[src/rtl/serial_add_pkg.sv]
// Shared constants for the bit-serial adder: FSM encodings, default width and
// the counter-width helper.
package serial_add_pkg;

  localparam int WIDTH_DEF = 8;

  localparam logic [1:0] ST_IDLE = 2'd0;
  localparam logic [1:0] ST_RUN  = 2'd1;
  localparam logic [1:0] ST_DONE = 2'd2;

  // Bit counter needs clog2(width) bits, never fewer than one.
  function automatic int cnt_w(input int w);
    return (w <= 1) ? 1 : $clog2(w);
  endfunction

endpackage

[src/rtl/one_bit_adder.sv]
// Single full-adder cell; the only arithmetic in the serial datapath.
module one_bit_adder (
  input  logic A1,
  input  logic B1,
  input  logic Cin,
  output logic Cout,
  output logic Sout
);

  logic p;

  assign p    = A1 ^ B1;
  assign Sout = p ^ Cin;
  assign Cout = (A1 & B1) | (Cin & p);

endmodule

[src/rtl/serial_add_ctrl.sv]
// Bit-serial adder: one full-adder cell is reused WIDTH times, LSB first,
// with the result landing in registered sum/cout on a one-cycle done pulse.
module serial_add_ctrl
  import serial_add_pkg::*;
#(
  parameter int WIDTH = WIDTH_DEF
) (
  input  logic             clk,
  input  logic             rst,
  input  logic             start,
  input  logic [WIDTH-1:0] a,
  input  logic [WIDTH-1:0] b,
  input  logic             cin,
  output logic             busy,
  output logic             done,
  output logic [WIDTH-1:0] sum,
  output logic             cout
);

  localparam int CW = cnt_w(WIDTH);
  localparam logic [CW-1:0] CNT_LAST = CW'(WIDTH - 1);

  logic [1:0]       state;
  logic [WIDTH-1:0] opa, opb, res;
  logic [WIDTH-1:0] opa_sh, opb_sh, res_sh;
  logic             carry;
  logic [CW-1:0]    cnt;
  logic             fa_s, fa_c;

  one_bit_adder u_fa (
    .A1   (opa[0]),
    .B1   (opb[0]),
    .Cin  (carry),
    .Cout (fa_c),
    .Sout (fa_s)
  );

  // Next-shift values; the one-bit case has no upper bits to move down.
  generate
    if (WIDTH == 1) begin : g_w1
      assign opa_sh = '0;
      assign opb_sh = '0;
      assign res_sh = fa_s;
    end else begin : g_wn
      assign opa_sh = {1'b0, opa[WIDTH-1:1]};
      assign opb_sh = {1'b0, opb[WIDTH-1:1]};
      assign res_sh = {fa_s, res[WIDTH-1:1]};
    end
  endgenerate

  always_ff @(posedge clk) begin
    if (rst) begin
      state <= ST_IDLE;
      opa   <= '0;
      opb   <= '0;
      res   <= '0;
      carry <= 1'b0;
      cnt   <= '0;
      sum   <= '0;
      cout  <= 1'b0;
    end else begin
      case (state)
        ST_IDLE: begin
          if (start) begin
            opa   <= a;
            opb   <= b;
            carry <= cin;
            cnt   <= '0;
            state <= ST_RUN;
          end
        end
        ST_RUN: begin
          opa   <= opa_sh;
          opb   <= opb_sh;
          res   <= res_sh;
          carry <= fa_c;
          cnt   <= cnt + CW'(1);
          // Publish the shifted-in final bit and carry directly, since res and
          // carry only hold them after this same edge.
          if (cnt == CNT_LAST) begin
            sum   <= res_sh;
            cout  <= fa_c;
            state <= ST_DONE;
          end
        end
        ST_DONE: state <= ST_IDLE;
        default: state <= ST_IDLE;
      endcase
    end
  end

  assign busy = (state == ST_RUN);
  assign done = (state == ST_DONE);

endmodule

[config.mk]
export PLATFORM = sky130hd
export DESIGN_NAME = serial_add_ctrl
export DESIGN_NICKNAME = d
export VERILOG_FILES = /design/src/rtl/serial_add_pkg.sv /design/src/rtl/one_bit_adder.sv /design/src/rtl/serial_add_ctrl.sv
export SDC_FILE = /design/constraint.sdc
export NUM_CORES = 1
export LEC_CHECK = 0
export BUFFER_PORTS_ARGS = -buffer_cell sky130_fd_sc_hd__buf_2
export CELL_PAD_IN_SITES_DETAIL_PLACEMENT = 1
export CELL_PAD_IN_SITES_GLOBAL_PLACEMENT = 2
export CORE_ASPECT_RATIO = 1.1
export CORE_UTILIZATION = 32
export CTS_CLUSTER_DIAMETER = 80
export DETAILED_ROUTE_END_ITERATION = 7
export PLACE_DENSITY = 0.86
export SYNTH_ARGS = -nofsm -noshare
export SYNTH_HDL_FRONTEND = slang
export SYNTH_SLANG_ARGS = --single-unit
[constraint.sdc]
create_clock -name clk -period 1.7 [get_ports clk]
set_clock_uncertainty 0.05 [all_clocks]
set_input_delay 0.51 -clock clk [delete_from_list [all_inputs] [get_ports clk]]
set_output_delay 0.51 -clock clk [all_outputs]
set_load 0.01 [all_outputs]
Yosys cells after proc, flatten, opt, wreduce, memory -nomap -nowiden
Index checks and enable logic that the tools add are counted.
Widths: inputs -> output; s select.
{ "totals": {"register_bits": 39, "out_inout_bits": 11, "elab_cells": 35} }
{ "op_classes": {"addsub": 1, "eq_ne": 5, "n_mux": 11, "bitwise_logic": 5, "reduce_logical": 5} }
{ "op_table": {"columns": ["cell", "count"], "rows": [
  ["$pmux 8 s2", 2],
  ["$mux 8", 2],
  ["$pmux 3 s2", 1],
  ["$reduce_and 2->1", 3],
  ["$mux 2", 2],
  ["$pmux 2 s2", 1],
  ["$add 3x1->3 const B", 1],
  ["$eq 3x3->1 const B", 1],
  ["$mux 3", 1],
  ["$and 1x1->1", 2],
  ["$eq 2x1->1 const B", 1],
  ["$eq 2x2->1 const B", 1],
  ["$logic_not 2->1", 1],
  ["$ne 2x1->1 const B", 1],
  ["$ne 2x2->1 const B", 1],
  ["$pmux 1 s2", 1],
  ["$reduce_bool 2->1", 1],
  ["$xor 1x1->1", 2],
  ["$mux 1", 1],
  ["$or 1x1->1", 1]
]} }

Longest topological paths before layout
{ "depth": {"depth_word": 4, "mapped_depth": 7, "mapped_depth_nobuf": 5} }

Hierarchy
A second synthesis with hierarchy kept.
{ "unflattened": {"hier_cells": 169, "area_unflattened_um2": 1567.8} }
{ "modules_own_cells": {"columns": ["module", "instances", "cells_per_inst", "area_each_um2"], "rows": [
  ["serial_add_ctrl", 1, 168, 1547.7],
  ["one_bit_adder", 1, 1, 20.0]
]} }

Worst setup path after synthesis
No wires, ideal clock.
{ "synth_timing": {"path_type": "reg2reg", "start": "reg cnt[0]", "end": "reg sum[7]", "setup_time_ns": 0.132, "arrival_ns": 1.162, "path_slack_ns": 0.356, "stages_incl_launch_ff": 7, "n_path_buf": 1, "cell_sequence": "dfxtp_1 > ha_1 > ha_1 > and3b_2 > buf_2 > nand2_1 > a21oi_1"} }
{ "synth_between": {"elab_chain_len": 2} }
{ "synth_lines": {"columns": ["element", "line_no", "rtl"], "rows": [
  ["from (decl)", "serial_add_ctrl.sv:27", "logic [CW-1:0] cnt;"],
  ["from (signal assigned)", "serial_add_ctrl.sv:77", "cnt <= cnt + CW'(1);"],
  ["$eq 3x3->1", "serial_add_ctrl.sv:80", "if (cnt == CNT_LAST) begin"],
  ["$reduce_and 2->1 (no source line)", null, null],
  ["to (signal assigned)", "serial_add_ctrl.sv:81", "sum <= res_sh;"],
  ["to (decl)", "serial_add_ctrl.sv:16", "output logic [WIDTH-1:0] sum,"]
]} }
Every way passes these cells.
A chain may end at the register's enable or synchronous reset.

Worst setup path after layout
{ "layout_timing": {"start": "reg state[0]", "end": "out done"} }
{ "layout_between": {"elab_chain_len": 1} }
{ "layout_lines": {"columns": ["element", "line_no", "rtl"], "rows": [
  ["from (decl)", "serial_add_ctrl.sv:23", "logic [1:0] state;"],
  ["from (signal assigned)", "serial_add_ctrl.sv:53", "state <= ST_IDLE;"],
  ["from (signal assigned)", "serial_add_ctrl.sv:69", "state <= ST_RUN;"],
  ["from (signal assigned)", "serial_add_ctrl.sv:83", "state <= ST_DONE;"],
  ["$eq 2x2->1", "serial_add_ctrl.sv:93", "assign done = (state == ST_DONE);"],
  ["to (decl)", "serial_add_ctrl.sv:15", "output logic done,"]
]} }
Every way passes these cells.

==> impl_metrics.py <==
metrics = {
    "clocking": {
        "cts_tree": "built",
        "htree_levels": 2,
        "clk_path_buf_depth": 2,
        "cts.sinks": 38,
        "root_buffer": "clkbuf_8",
        "clock_latency_ps": 280,
        "clk_pin_slew_ps": 80,
        "cts_inserted_buffers": 5,
        "hold_buffers": 0,
    },
    "worst_setup_path": {
        "cp-end-kind": "output pin",
        "cp.required_ps": 1140,
        "rr_startpoint": "cnt[0]$_SDFFE_PP0P_",
        "reg2reg_to": "sum[6]$_SDFFE_PP0P_",
        "r2r_slack_ps": 350,
        "rr_worst_depth": 5,
        "crit_path_start_kind": "flop",
        "crit_type": "flop to output pin",
        "cp.arrival_ps": 1020,
        "crit_path_start": "state[0]$_SDFFE_PP0P_",
        "cp_max_fo": 8,
    },
    "timing": {
        "maxSlewHeadroom": 0.754,
        "timing.final.crit_share": 0.929,
        "grt_setup_unrepaired": "no",
        "timing.fmax_ghz": 0.633,
        "final-hold-violation-count": 0,
        "fin_tns_setup_ps": 0,
        "fin_crit_ps": 1580,
        "drv_slew": 0,
        "worst_pin_slew_ps": 370,
        "finalSetupViolCount": 0,
    },
    "detailed_routing": {
        "drt_iter0_drc": 75,
        "routed_wirelength_mm": 3.07,
        "vias": 1265,
        "vias_per_cell": 4.92,
        "drt-wirelength-per-cell_um": 11.9,
        "dr.pass1.iters": 2,
        "route.antenna.remaining_nets": 0,
        "drc": 0,
    },
    "grt": {
        "grt_pass1_vias": 1233,
        "track_usage": 0.135,
        "antenna_found_initial": 0,
        "grt_pass1_wl_mm": 5.21,
        "grt-ovfl-total": 0,
        "grt_max_degree": 32,
    },
    "cells_and_area": {
        "finalNonFillerCells": 257,
        "fill_cells": 570,
        "final_nets": 223,
        "syn_to_final_growth_pct": 18.8,
        "diodes": 0,
        "drive_gt1_frac": 0.254,
    },
    "yosys": {
        "synth.top_cell.area_share": 0.485,
        "synth_most_common_cell": "dfxtp_1",
        "netlist_instances": 169,
        "synth_edf_count": 0,
        "synth_largest_area_cell": "dfxtp_1",
        "seq_area_frac_synth": 0.485,
        "synthFlopType": "dfxtp_1",
        "synth.area.top_cells": "dfxtp_1, mux2i_1, nand2_1",
        "async_flop_share": 0,
        "syn_area_per_cell_sq_um": 9.28,
        "synth_common_cells": "dfxtp_1, nand2_1, nor2_1",
        "synth_area_sq_um": 1570,
        "yosysWarnings": 0,
        "synth_nets": 192,
        "yosysUniqueCellTypes": 25,
        "ys_ff_latch": 38,
    },
    "run": {
        "drv_cap": 0,
    },
    "placed_design": {
        "dp.cells": 248,
        "hpwl_mm": 2.14,
        "portBuffers": 30,
        "place.gp.congestion": 0.726,
    },
    "floorplan": {
        "row_count": 26,
        "die-height_um": 75.4,
        "start_util": 0.335,
        "die_w_um": 68.7,
        "ioPinCount": 31,
        "dieArea_sq_um": 5180,
        "core-area_sq_um": 4680,
    },
    "worst_hold_path": {
        "hold_class": "flop to flop",
        "holdPathStages": 2,
        "whs_endpoint": "sum[5]$_SDFFE_PP0P_",
        "hold_start": "sum[5]$_SDFFE_PP0P_",
    },
    "run_status": {
        "outcome": "complete, no violations",
    },
    "power_and_ir_drop": {
        "power.density_nw_per_um2": 956,
        "power.leakage_nw": 0.777,
        "irDropWorstVdd_v": 0.000600,
    },
}
## power by group
group	leakage (nW)	switching (mW)	total, mW	internal [mW]
Sequential	0.311	0.0250	0.957	0.932
Combinational	0.417	0.101	0.192	0.0909
Clock	0.0482	0.303	0.630	0.327
## layer usage
metal	vias to the layer above	GRT usage	wire length, um
met5	-	0	0
met4	0	0.0476	28
met1	590	0.155	1470
met3	5	0.0359	113
met2	28	0.240	1450
li1	642	-	-
## how the worst max path moves through the flow
stage                                endpoint  slack (ps)  cells past startpoint
final                                    done         120                      3
after global routing                     busy          60                      3
after CTS                                busy          10                      3
after detailed placement  opb[0]$_SDFFE_PP0P_         230                      4
after global placement    opb[4]$_SDFFE_PP0P_         290                      4
after floorplan           sum[7]$_SDFFE_PP0P_         360                      6
## worst max-delay path: stages (launching register included)
cell,delay [ps]
dfxtp_1,310
buf_4,160
nor2b_1,120
buf_2,140
## logic make-up (layout without fill, tap and decap cells)
family	after synthesis	in the layout	synth area share
flip-flops	38	38	0.485
buffers and inverters	15	47	0.0599
AO/OA/AOI/OAI	38	38	0.168
multiplexers	16	16	0.102
AND/OR/NAND/NOR	59	59	0.156
adder cells (fa/ha/maj)	3	3	0.0287
## through the flow
step / instance area [sq um] / worst slack, ps / hold slack (ps) / power [mW] / util
2_1_floorplan: 1570 / 356 / 382 / 1.12 / -
3_3_place_gp: 1760 / 289 / 390 / 1.17 / 0.376
3_5_place_dp: 1760 / 229 / 395 / 1.17 / 0.376
4_1_cts: 1850 / 10.3 / 406 / 1.82 / 0.396
5_1_grt: 1860 / 60.1 / 430 / 1.88 / 0.397
6_report: 1860 / 120 / 403 / 1.78 / 0.397
## layout by cell type (no fill, tap or decap), drive strengths merged, types with 2 or more instances in the layout
master,n
a21oi,16
clkbuf,7
a211oi,16
ha,2
nand2,32
nor2,21
inv,2
buf,37
dfxtp,38
a22oi,4
mux2i,16
## state kept, by name, summed over array words and instances, names as in the netlist
register  count
sum           8
cnt           3
res           7
opb           8
state         2
carry         1
opa           8
cout          1
## layout make-up
type / instances / area (sq um) / share of cell area
repair buffers: 37 / 215 / 0.116
multi-input cells: 116 / 713 / 0.383
inverters: 2 / 10.0 / 0.00538
flip-flops and latches: 38 / 762 / 0.409
clock buffers: 7 / 86.3 / 0.0464
clock inverters: 1 / 5.00 / 0.00269
well taps: 56 / 70.1 / 0.0376
## repair_timing
action | 4_1_cts | 5_1_grt
setup buffers | 0 | 1
cloned | 0 | 0
endpoints found under the setup margin | 1 | 1
resized for setup | 1 | 0
(Power assumes the default switching activity.)
